===== src/rtl/hex_disp_pkg.sv =====
// Shared constants and helpers for the hex scan counter / display block.
//   SCAN_DIV_DEFAULT : cycles each digit stays selected at 100 MHz
//   TICK_DIV_DEFAULT : cycles between count steps (1 Hz at 100 MHz)
//   clog2            : ceiling log2 for elaboration-time width sizing
//   nibble_clamp_bcd : limits a loaded nibble to a legal decimal digit
package hex_disp_pkg;

  localparam int unsigned SCAN_DIV_DEFAULT = 250000;
  localparam int unsigned TICK_DIV_DEFAULT = 100000000;

  // Ceiling log2; returns 0 for v <= 1 so callers apply their own minimum width.
  function automatic int unsigned clog2(input int unsigned v);
    int unsigned r;
    r = 0;
    for (int i = 0; i < 32; i++) begin
      if ((64'd1 << i) < 64'(v)) r = 32'(i + 1);
    end
    return r;
  endfunction

  // Any nibble above 9 is stored as 9.
  function automatic logic [3:0] nibble_clamp_bcd(input logic [3:0] n);
    return (n > 4'd9) ? 4'd9 : n;
  endfunction

endpackage


===== src/rtl/bcd_digit.sv =====
// Single decimal digit step cell with carry/borrow ripple.
//   i_digit   : current digit value (0..9)
//   i_dir     : 0 = increment, 1 = decrement
//   i_cin     : carry (up) or borrow (down) from the lower digit; 0 holds
//   o_digit_c : next digit value (combinational)
//   o_cout_c  : carry/borrow to the next digit (combinational)
module bcd_digit (
  input  logic [3:0] i_digit,
  input  logic       i_dir,
  input  logic       i_cin,
  output logic [3:0] o_digit_c,
  output logic       o_cout_c
);

  always_comb begin
    o_digit_c = i_digit;
    o_cout_c  = 1'b0;
    if (i_cin) begin
      if (!i_dir) begin
        // Anything at or above 9 rolls to 0 so a corrupt digit self-heals.
        if (i_digit >= 4'd9) begin
          o_digit_c = 4'd0;
          o_cout_c  = 1'b1;
        end else begin
          o_digit_c = i_digit + 4'd1;
        end
      end else begin
        if (i_digit == 4'd0) begin
          o_digit_c = 4'd9;
          o_cout_c  = 1'b1;
        end else begin
          o_digit_c = i_digit - 4'd1;
        end
      end
    end
  end

endmodule


===== src/rtl/hex_scan_counter.sv =====
// DIGITS-nibble up/down counter (binary or BCD) with enable, parallel load and
// wrap pulse, time-multiplexed onto the hexplay digit-select/data pins.
//   CLK100MHZ    : system clock, rising edge
//   rst          : synchronous active-high reset
//   en           : count enable (pauses tick divider and counter when 0)
//   dir          : 0 = up, 1 = down, sampled on the step cycle
//   load         : parallel load strobe (wins over a coincident step)
//   load_val     : value loaded on load (nibbles clamped to 9 in BCD mode)
//   count        : registered counter value
//   tc           : one-cycle pulse accompanying a wrapped count value
//   hexplay_an   : registered selected digit index
//   hexplay_data : combinational nibble of count for the selected digit
module hex_scan_counter
  import hex_disp_pkg::*;
#(
  parameter int unsigned DIGITS   = 8,
  parameter int unsigned AN_W     = 3,
  parameter int unsigned SCAN_DIV = SCAN_DIV_DEFAULT,
  parameter int unsigned TICK_DIV = TICK_DIV_DEFAULT,
  parameter int unsigned BCD      = 0
) (
  input  logic                  CLK100MHZ,
  input  logic                  rst,
  input  logic                  en,
  input  logic                  dir,
  input  logic                  load,
  input  logic [4*DIGITS-1:0]   load_val,
  output logic [4*DIGITS-1:0]   count,
  output logic                  tc,
  output logic [AN_W-1:0]       hexplay_an,
  output logic [3:0]            hexplay_data
);

  localparam int unsigned CW     = 4 * DIGITS;
  localparam int unsigned SCAN_W = (clog2(SCAN_DIV) > 0) ? clog2(SCAN_DIV) : 1;
  localparam int unsigned TICK_W = (clog2(TICK_DIV) > 0) ? clog2(TICK_DIV) : 1;
  localparam logic [SCAN_W-1:0] SCAN_LAST = SCAN_W'(SCAN_DIV - 1);
  localparam logic [TICK_W-1:0] TICK_LAST = TICK_W'(TICK_DIV - 1);
  localparam logic [AN_W-1:0]   AN_LAST   = AN_W'(DIGITS - 1);

  logic [SCAN_W-1:0] r_scan;
  logic [AN_W-1:0]   r_an;
  logic [TICK_W-1:0] r_tick;
  logic [CW-1:0]     r_count;
  logic              r_tc;

  logic              w_step;
  logic [CW-1:0]     w_next;
  logic              w_wrap;
  logic [CW-1:0]     w_load;
  logic [3:0]        w_data;

  // Digit scan: each index held SCAN_DIV cycles, wrapping at DIGITS-1.
  always_ff @(posedge CLK100MHZ) begin
    if (rst) begin
      r_scan <= '0;
      r_an   <= '0;
    end else if (r_scan == SCAN_LAST) begin
      r_scan <= '0;
      r_an   <= (r_an == AN_LAST) ? '0 : r_an + AN_W'(1);
    end else begin
      r_scan <= r_scan + SCAN_W'(1);
    end
  end

  assign w_step = en && (r_tick == TICK_LAST);

  // Tick divider: frozen while disabled, cleared by load.
  always_ff @(posedge CLK100MHZ) begin
    if (rst || load) begin
      r_tick <= '0;
    end else if (en) begin
      r_tick <= w_step ? '0 : r_tick + TICK_W'(1);
    end
  end

  // Next-value datapath: digit-serial ripple in BCD, plain add/sub in binary.
  if (BCD != 0) begin : g_bcd
    logic [DIGITS:0] w_carry;
    assign w_carry[0] = 1'b1;
    for (genvar g = 0; g < int'(DIGITS); g++) begin : g_dig
      bcd_digit u_digit (
        .i_digit   (r_count[4*g +: 4]),
        .i_dir     (dir),
        .i_cin     (w_carry[g]),
        .o_digit_c (w_next[4*g +: 4]),
        .o_cout_c  (w_carry[g+1])
      );
      assign w_load[4*g +: 4] = nibble_clamp_bcd(load_val[4*g +: 4]);
    end
    assign w_wrap = w_carry[DIGITS];
  end else begin : g_bin
    assign w_next = dir ? (r_count - CW'(1)) : (r_count + CW'(1));
    assign w_wrap = dir ? (r_count == '0) : (&r_count);
    assign w_load = load_val;
  end

  // Counter and wrap flag; tc only follows a step that wrapped.
  always_ff @(posedge CLK100MHZ) begin
    if (rst) begin
      r_count <= '0;
      r_tc    <= 1'b0;
    end else if (load) begin
      r_count <= w_load;
      r_tc    <= 1'b0;
    end else if (w_step) begin
      r_count <= w_next;
      r_tc    <= w_wrap;
    end else begin
      r_tc    <= 1'b0;
    end
  end

  // Selected nibble mux; unused index codes read as 0.
  always_comb begin
    w_data = 4'd0;
    for (int i = 0; i < int'(DIGITS); i++) begin
      if (r_an == AN_W'(i)) w_data = r_count[4*i +: 4];
    end
  end

  assign count        = r_count;
  assign tc           = r_tc;
  assign hexplay_an   = r_an;
  assign hexplay_data = w_data;

endmodule


===== config.mk =====
export PLATFORM = sky130hd
export DESIGN_NAME = hex_scan_counter
export DESIGN_NICKNAME = d
export VERILOG_FILES = /design/src/rtl/hex_disp_pkg.sv /design/src/rtl/bcd_digit.sv /design/src/rtl/hex_scan_counter.sv
export SDC_FILE = /design/constraint.sdc
export NUM_CORES = 1
export LEC_CHECK = 0
export CORE_MARGIN = 3
export CORE_UTILIZATION = 51
export CTS_CLUSTER_DIAMETER = 100
export DETAILED_ROUTE_END_ITERATION = 6
export HOLD_SLACK_MARGIN = 0.08
export MAX_ROUTING_LAYER = met4
export PLACE_DENSITY = 0.78
export SETUP_SLACK_MARGIN = 0.05
export SYNTH_ARGS = -nofsm -noshare
export SYNTH_HDL_FRONTEND = slang
export SYNTH_SLANG_ARGS = --single-unit

===== constraint.sdc =====
create_clock -name CLK100MHZ -period 2.93 [get_ports CLK100MHZ]
set_input_delay 0.879 -clock CLK100MHZ [delete_from_list [all_inputs] [get_ports CLK100MHZ]]
set_output_delay 0.879 -clock CLK100MHZ [all_outputs]
set_load 0.01 [all_outputs]

# Word level (Yosys, flattened, before mapping)
# Cells that the tools add are included.
dict set report word_totals {
  elab_cells 42
  regBits 81
  out_inout_bits 40
}
dict set report op_classes {
  n_bitwise 1
  n_mux 14
  n_eq_ne 9
  n_addsub 5
  reduce_logical 8
}
# op n
set ops {}
lappend ops {{32-bit 2-to-1 mux} 3}
lappend ops {{32-bit by 1-bit adder with 32-bit output, second input constant} 1}
lappend ops {{32-bit logical NOT} 1}
lappend ops {{4-bit 2-to-1 mux} 8}
lappend ops {{32-bit AND reduction} 1}
lappend ops {{32-bit by 1-bit subtractor with 32-bit output, second input constant} 1}
lappend ops {{27-bit by 1-bit adder with 27-bit output, second input constant} 1}
lappend ops {{27-bit == test, second input constant} 1}
lappend ops {{27-bit 2-to-1 mux} 1}
lappend ops {{18-bit by 1-bit adder with 18-bit output, second input constant} 1}
lappend ops {{18-bit == test, second input constant} 1}
lappend ops {{3-bit == test, second input constant} 4}
lappend ops {{3-bit by 2-bit == test with 1-bit output, second input constant} 2}
lappend ops {{3-bit by 1-bit adder with 3-bit output, second input constant} 1}
lappend ops {{3-bit by 1-bit == test with 1-bit output, second input constant} 1}
lappend ops {{3-bit logical NOT} 1}
lappend ops {{3-bit 2-to-1 mux} 1}
lappend ops {{3-bit OR reduction} 1}
lappend ops {{2-bit nonzero test} 1}
lappend ops {{2-bit OR reduction} 1}
lappend ops {{1-bit logical AND} 1}
lappend ops {{1-bit logical OR} 1}
lappend ops {{1-bit 2-to-1 mux} 1}
lappend ops {{1-bit inverter} 1}

# Longest topological paths before layout
dict set report depth {
  ltp_word 9
  mapped_depth 10
  mapped_depth_nobuf 8
}

# Least setup slack after synthesis
# Ideal clock, no wire load.
dict set report synth_path {
  kind {input port to flip-flop}
  startpoint {input dir}
  endpoint {register r_count[28] (netlist: count[28])}
  n_path_buf 0
  arrival_ns 2.821
  slack_ns -0.013
  stages 8
  t_required_ns 2.808
  path_cell_list {fa_1 > a21o_1 > a221o_1 > a211oi_2 > nor2_1 > a32oi_2 > mux2i_1 > a311o_1}
}
dict set report synth_between {
  elab_chain_len 3
}
# item line
set synth_rtl {}
lappend synth_rtl {{start: declaration} hex_scan_counter.sv:25} ;# input logic dir,
lappend synth_rtl {{32-bit 2-to-1 mux} hex_scan_counter.sv:93} ;# assign w_next = dir ? (r_count - CW'(1)) : (r_count + CW'(1));
lappend synth_rtl {{32-bit 2-to-1 mux} hex_scan_counter.sv:106} ;# end else if (w_step) begin
lappend synth_rtl {{32-bit 2-to-1 mux} hex_scan_counter.sv:103} ;# end else if (load) begin
lappend synth_rtl {{end signal: assignment} hex_scan_counter.sv:104} ;# r_count <= w_load;
lappend synth_rtl {{end signal: assignment} hex_scan_counter.sv:107} ;# r_count <= w_next;
lappend synth_rtl {{end: declaration} hex_scan_counter.sv:44} ;# logic [CW-1:0] r_count;
# No other way between the ends. The select of a mux whose other input is x is not followed.
# A chain may end at the register's enable or synchronous reset.

# Final worst setup path
dict set report layout_path {
  startpoint {register r_an[1] (netlist: hexplay_an[1])}
  endpoint {output hexplay_data[1]}
}
dict set report layout_between {
  elab_chain_len 9
}
# item line
set layout_rtl {}
lappend layout_rtl {{start: declaration} hex_scan_counter.sv:42} ;# logic [AN_W-1:0] r_an;
lappend layout_rtl {{start signal: assignment} hex_scan_counter.sv:60} ;# r_an <= (r_an == AN_LAST) ? '0 : r_an + AN_W'(1);
lappend layout_rtl {{3-bit logical NOT} hex_scan_counter.sv:118} ;# if (r_an == AN_W'(i)) w_data = r_count[4*i +: 4];
lappend layout_rtl {{4-bit 2-to-1 mux (7 in series)} hex_scan_counter.sv:118}
lappend layout_rtl {{4-bit 2-to-1 mux *} hex_scan_counter.sv:118}
lappend layout_rtl {{end: declaration} hex_scan_counter.sv:31} ;# output logic [3:0] hexplay_data
# Every way passes the cells marked *; elsewhere a longest branch is shown, timed or not.

==> flow_summary_export.csv <==
group,metric,value,unit
run_status,outcome,"finished clean",
clocking,cts.path.max_buffers,2,
sta,max_slew_margin,0.547,
synthesis,synth_largest_type_area_fraction,0.276,
global_route,grt_start_max_net_pins,38,
power,sw_frac,0.310,
sta,final.setup_skew,0.0102,ns
critical_path,worst_setup_path_start_kind,"register",
routing,routed_wirelength,22.7,mm
global_route,wire_length_of_the_first_global_routing_pass,34.6,mm
synthesis,ys_ff_latch,81,
synthesis,synth_top_cell_by_area,"sky130_fd_sc_hd__dfxtp_1",
sta,final.hold.worst_slack,0.464,ns
cells_and_area,num_antenna_cells,0,
power,powerDensity,384,mW/mm²
cells_and_area,final_nets,1083,
synthesis,netlist_top_cells_area,"sky130_fd_sc_hd__dfxtp_1 (28%), sky130_fd_sc_hd__ha_1 (8.1%), sky130_fd_sc_hd__xor2_1 (6.4%)",
synthesis,synth.cell_area,0.00589,mm²
floorplan,std_cell_rows,38,
synthesis,yosys.cell_types.count,61,
critical_path,worst_setup_path_end_kind,"output port",
place,gp_congestion,1.11,
floorplan,die_area,0.0129,mm²
global_route,grt_pass1_vias,6953,
routing,routedWlPerCell,19.7,µm
critical_path,worstPathMaxFanout,6,
place,post-dp-hpwl,16.4,mm
critical_path,setup.worst_path.end,"hexplay_data[1]",
sta,final_critical_path_setup_slack,0.00210,ns
sta,slew_viol_final,0,
power,clkPwrFrac,0.354,
floorplan,chipHeight,113,µm
synthesis,synthMostInstantiatedCell,"sky130_fd_sc_hd__nor2_1",
critical_path,critical_path.reg2reg.startpoint,"count[4]",
floorplan,width_of_the_chip,113,µm
critical_path,cp_data_arrival_time,2.05,ns
global_route,total_global_routing_track_utilization,0.349,
power,switching_power,1.04,mW
synthesis,ys_top_cells_by_count,"sky130_fd_sc_hd__nor2_1 (100), sky130_fd_sc_hd__nand2_1 (91), sky130_fd_sc_hd__dfxtp_1 (81)",
power,comb_power_share,0.293,
sta,tightestPinTransition,0.679,ns
synthesis,synth.yosys.warnings,0,
sta,hold_viol,0,
clocking,cts_buffer_count,9,
clocking,cts_tree,"built",
critical_path,critical_path_required,2.05,ns
critical_path,setup.worst_path.class,"reg2out",
synthesis,asyncSetResetFlopFracSynth,0,
sta,final_min_period_over_clock_period,0.999,
worst_hold_path,min-delay-path-class,"reg2reg",
power,peakVddDrop,337,µV
synthesis,sequential_area_share_after_synthesis,0.276,
synthesis,synth_top_flop_cell,"sky130_fd_sc_hd__dfxtp_1",
power,pwr-share-seq,0.352,
critical_path,reg2reg_depth,9,
sta,finalSetupViolations,0,
routing,drtPass1Iterations,7,
place,place_ws,-0.781,ns
clocking,tritoncts_num_sinks,81,
synthesis,mappedNetlistNets,861,
critical_path,ff2ff_setup_slack,0.31,ns
clocking,cts-root-buf,"sky130_fd_sc_hd__clkbuf_16",
routing,drt_drc_violations_left,0,
clocking,clock_tree.htree_level_count,3,
critical_path,worst_r2r_endpoint,"count[28]",
sta,period_minus_slack,2.93,ns
cells_and_area,flow.area_growth_from_synthesis,49.0,%
routing,via_per_inst,6.16,
clocking,clk_pin_slew,0.07,ns
cells_and_area,fillers,773,
routing,drtAntennaViolNets,0,
power,cell_internal_power,2.32,mW
routing,vias,7093,
sta,rsz0062_at_grt,"true",
synthesis,syn_inst,785,
floorplan,floorplan.io_pins,77,
flow_run,cap_violations,0,
routing,drtIter0Drc,594,
global_route,grt_overflow,0,
power,p_leak,3.59,nW
clocking,clk-insertion-delay-late,0.35,ns
sta,fmax,0.342,GHz
synthesis,synth-edff-count,0,
global_route,grt_antenna_before_repair,0,
synthesis,synthesis.area_per_instance,7.50,µm²
floorplan,start_util,0.531,
clocking,cts_hold_buf,0,
place,numPortBuffers,76,
cells_and_area,drive_gt1_frac,0.269,
floorplan,core_area,0.0111,mm²
critical_path,critPathLaunch,"hexplay_an[1]",
-- placed cells by master, fill, tap and decap left out, types with 11 or more instances in the layout --
cell type                         Yosys  final
sky130_fd_sc_hd__buf_4                0    171
sky130_fd_sc_hd__nor2_1             100     98
sky130_fd_sc_hd__nand2_1             91     87
sky130_fd_sc_hd__dfxtp_1             81     79
sky130_fd_sc_hd__clkdlybuf4s50_1      0     70
sky130_fd_sc_hd__a21oi_1             72     58
sky130_fd_sc_hd__xor2_1              43     42
sky130_fd_sc_hd__nand4_1             29     29
sky130_fd_sc_hd__xnor2_1             25     25
sky130_fd_sc_hd__o21ai_0             41     23
sky130_fd_sc_hd__nand3_1             20     20
sky130_fd_sc_hd__ha_1                38     20
sky130_fd_sc_hd__inv_1               19     17
sky130_fd_sc_hd__o21ai_1              2     17
sky130_fd_sc_hd__a21oi_2              0     13
sky130_fd_sc_hd__and3_1              15     13
sky130_fd_sc_hd__ha_4                 0     13
sky130_fd_sc_hd__a31oi_1             12     12
sky130_fd_sc_hd__o22ai_1             12     12
sky130_fd_sc_hd__nor3_1              11     11
-- registers in the layout, indices dropped and copies added, names as in the netlist --
name and flops:
r_scan 18, tc 1, count 32, hexplay_an 3, r_tick 27
-- logic make-up after synthesis --
kind of cell | Yosys count | share of synthesized area
simple gates | 325 | 0.271
flops | 81 | 0.276
compound gates | 201 | 0.211
mux | 10 | 0.0170
buf+inv | 61 | 0.0400
xor+xnor | 68 | 0.101
fa+ha+maj | 39 | 0.0842
-- power groups by stage --
stage | combinational, mW | sequential, mW | clock, mW
3_3_place_gp | 0.856 | 1.20 | 0
3_5_place_dp | 0.875 | 1.20 | 0
6_report | 0.987 | 1.19 | 1.19
4_1_cts | 0.910 | 1.18 | 1.19
2_1_floorplan | 0.402 | 1.20 | 0
5_1_grt | 1.05 | 1.18 | 1.26
-- worst max-delay path, cell delays in order, from the launching register on --
cell and delay [ns]:
sky130_fd_sc_hd__dfxtp_4 0.39, sky130_fd_sc_hd__inv_6 0.05, sky130_fd_sc_hd__ha_4 0.18, sky130_fd_sc_hd__nand3b_1 0.20
sky130_fd_sc_hd__a21oi_2 0.18, sky130_fd_sc_hd__a21oi_2 0.06, sky130_fd_sc_hd__o211ai_1 0.22, sky130_fd_sc_hd__a32oi_1 0.09
sky130_fd_sc_hd__o21ai_1 0.18, sky130_fd_sc_hd__buf_2 0.15
-- worst min-delay path by stage --
stage	start	to	slack, ns	cells after the start
floorplan	r_scan[0]	r_scan[0]	0.41	1
global placement	r_scan[0]	r_scan[0]	0.43	1
detailed placement	r_scan[0]	r_scan[0]	0.46	1
CTS	r_scan[0]	r_scan[0]	0.47	1
global route	r_scan[0]	r_scan[0]	0.50	1
finish	r_scan[0]	r_scan[0]	0.46	1
-- timing repair --
item | CTS | global route
setup buffers | 4 | 6
pin swaps | 13 | 27
resized for setup | 58 | 67
endpoints found under the setup margin | 26 | 20
gates cloned | 2 | 0
-- final cells by class --
type                       count  area, µm²  area share
multi-input combinational    643       4420       0.503
timing repair buffer         253       2160       0.246
sequential                    81       1630       0.186
clock buffer                  10        239      0.0273
tap                          140        175      0.0200
inverter                      19       78.8     0.00899
clock inverter                 6       71.3     0.00813
-- stage by stage --
| stage | instance area [µm²] | power [mW] | utilization | setup TNS, ns | cells |
|---|---|---|---|---|---|
| finish | 8770 | 3.37 | 0.792 | 0 | 1152 |
| global route | 8770 | 3.49 | 0.792 | -0.241 | 1152 |
| CTS | 8450 | 3.28 | 0.763 | -0.000761 | 1146 |
| detailed placement | 7930 | 2.08 | 0.716 | -15.35 | 1124 |
| global placement | 7930 | 2.06 | 0.716 | -13.77 | 1124 |
| floorplan | 5900 | 1.61 | - | 0 | 785 |
-- routing by layer --
| metal | global-route usage | share of wire | up-vias |
|---|---|---|---|
| met5 | - | 0 | - |
| met3 | 0.0716 | 0.077 | 131 |
| met2 | 0.575 | 0.47 | 378 |
| li1 | - | - | 3297 |
| met4 | 0.204 | 0.071 | 0 |
| met1 | 0.392 | 0.38 | 3287 |
Note: power is estimated with default switching activity, not from simulation.
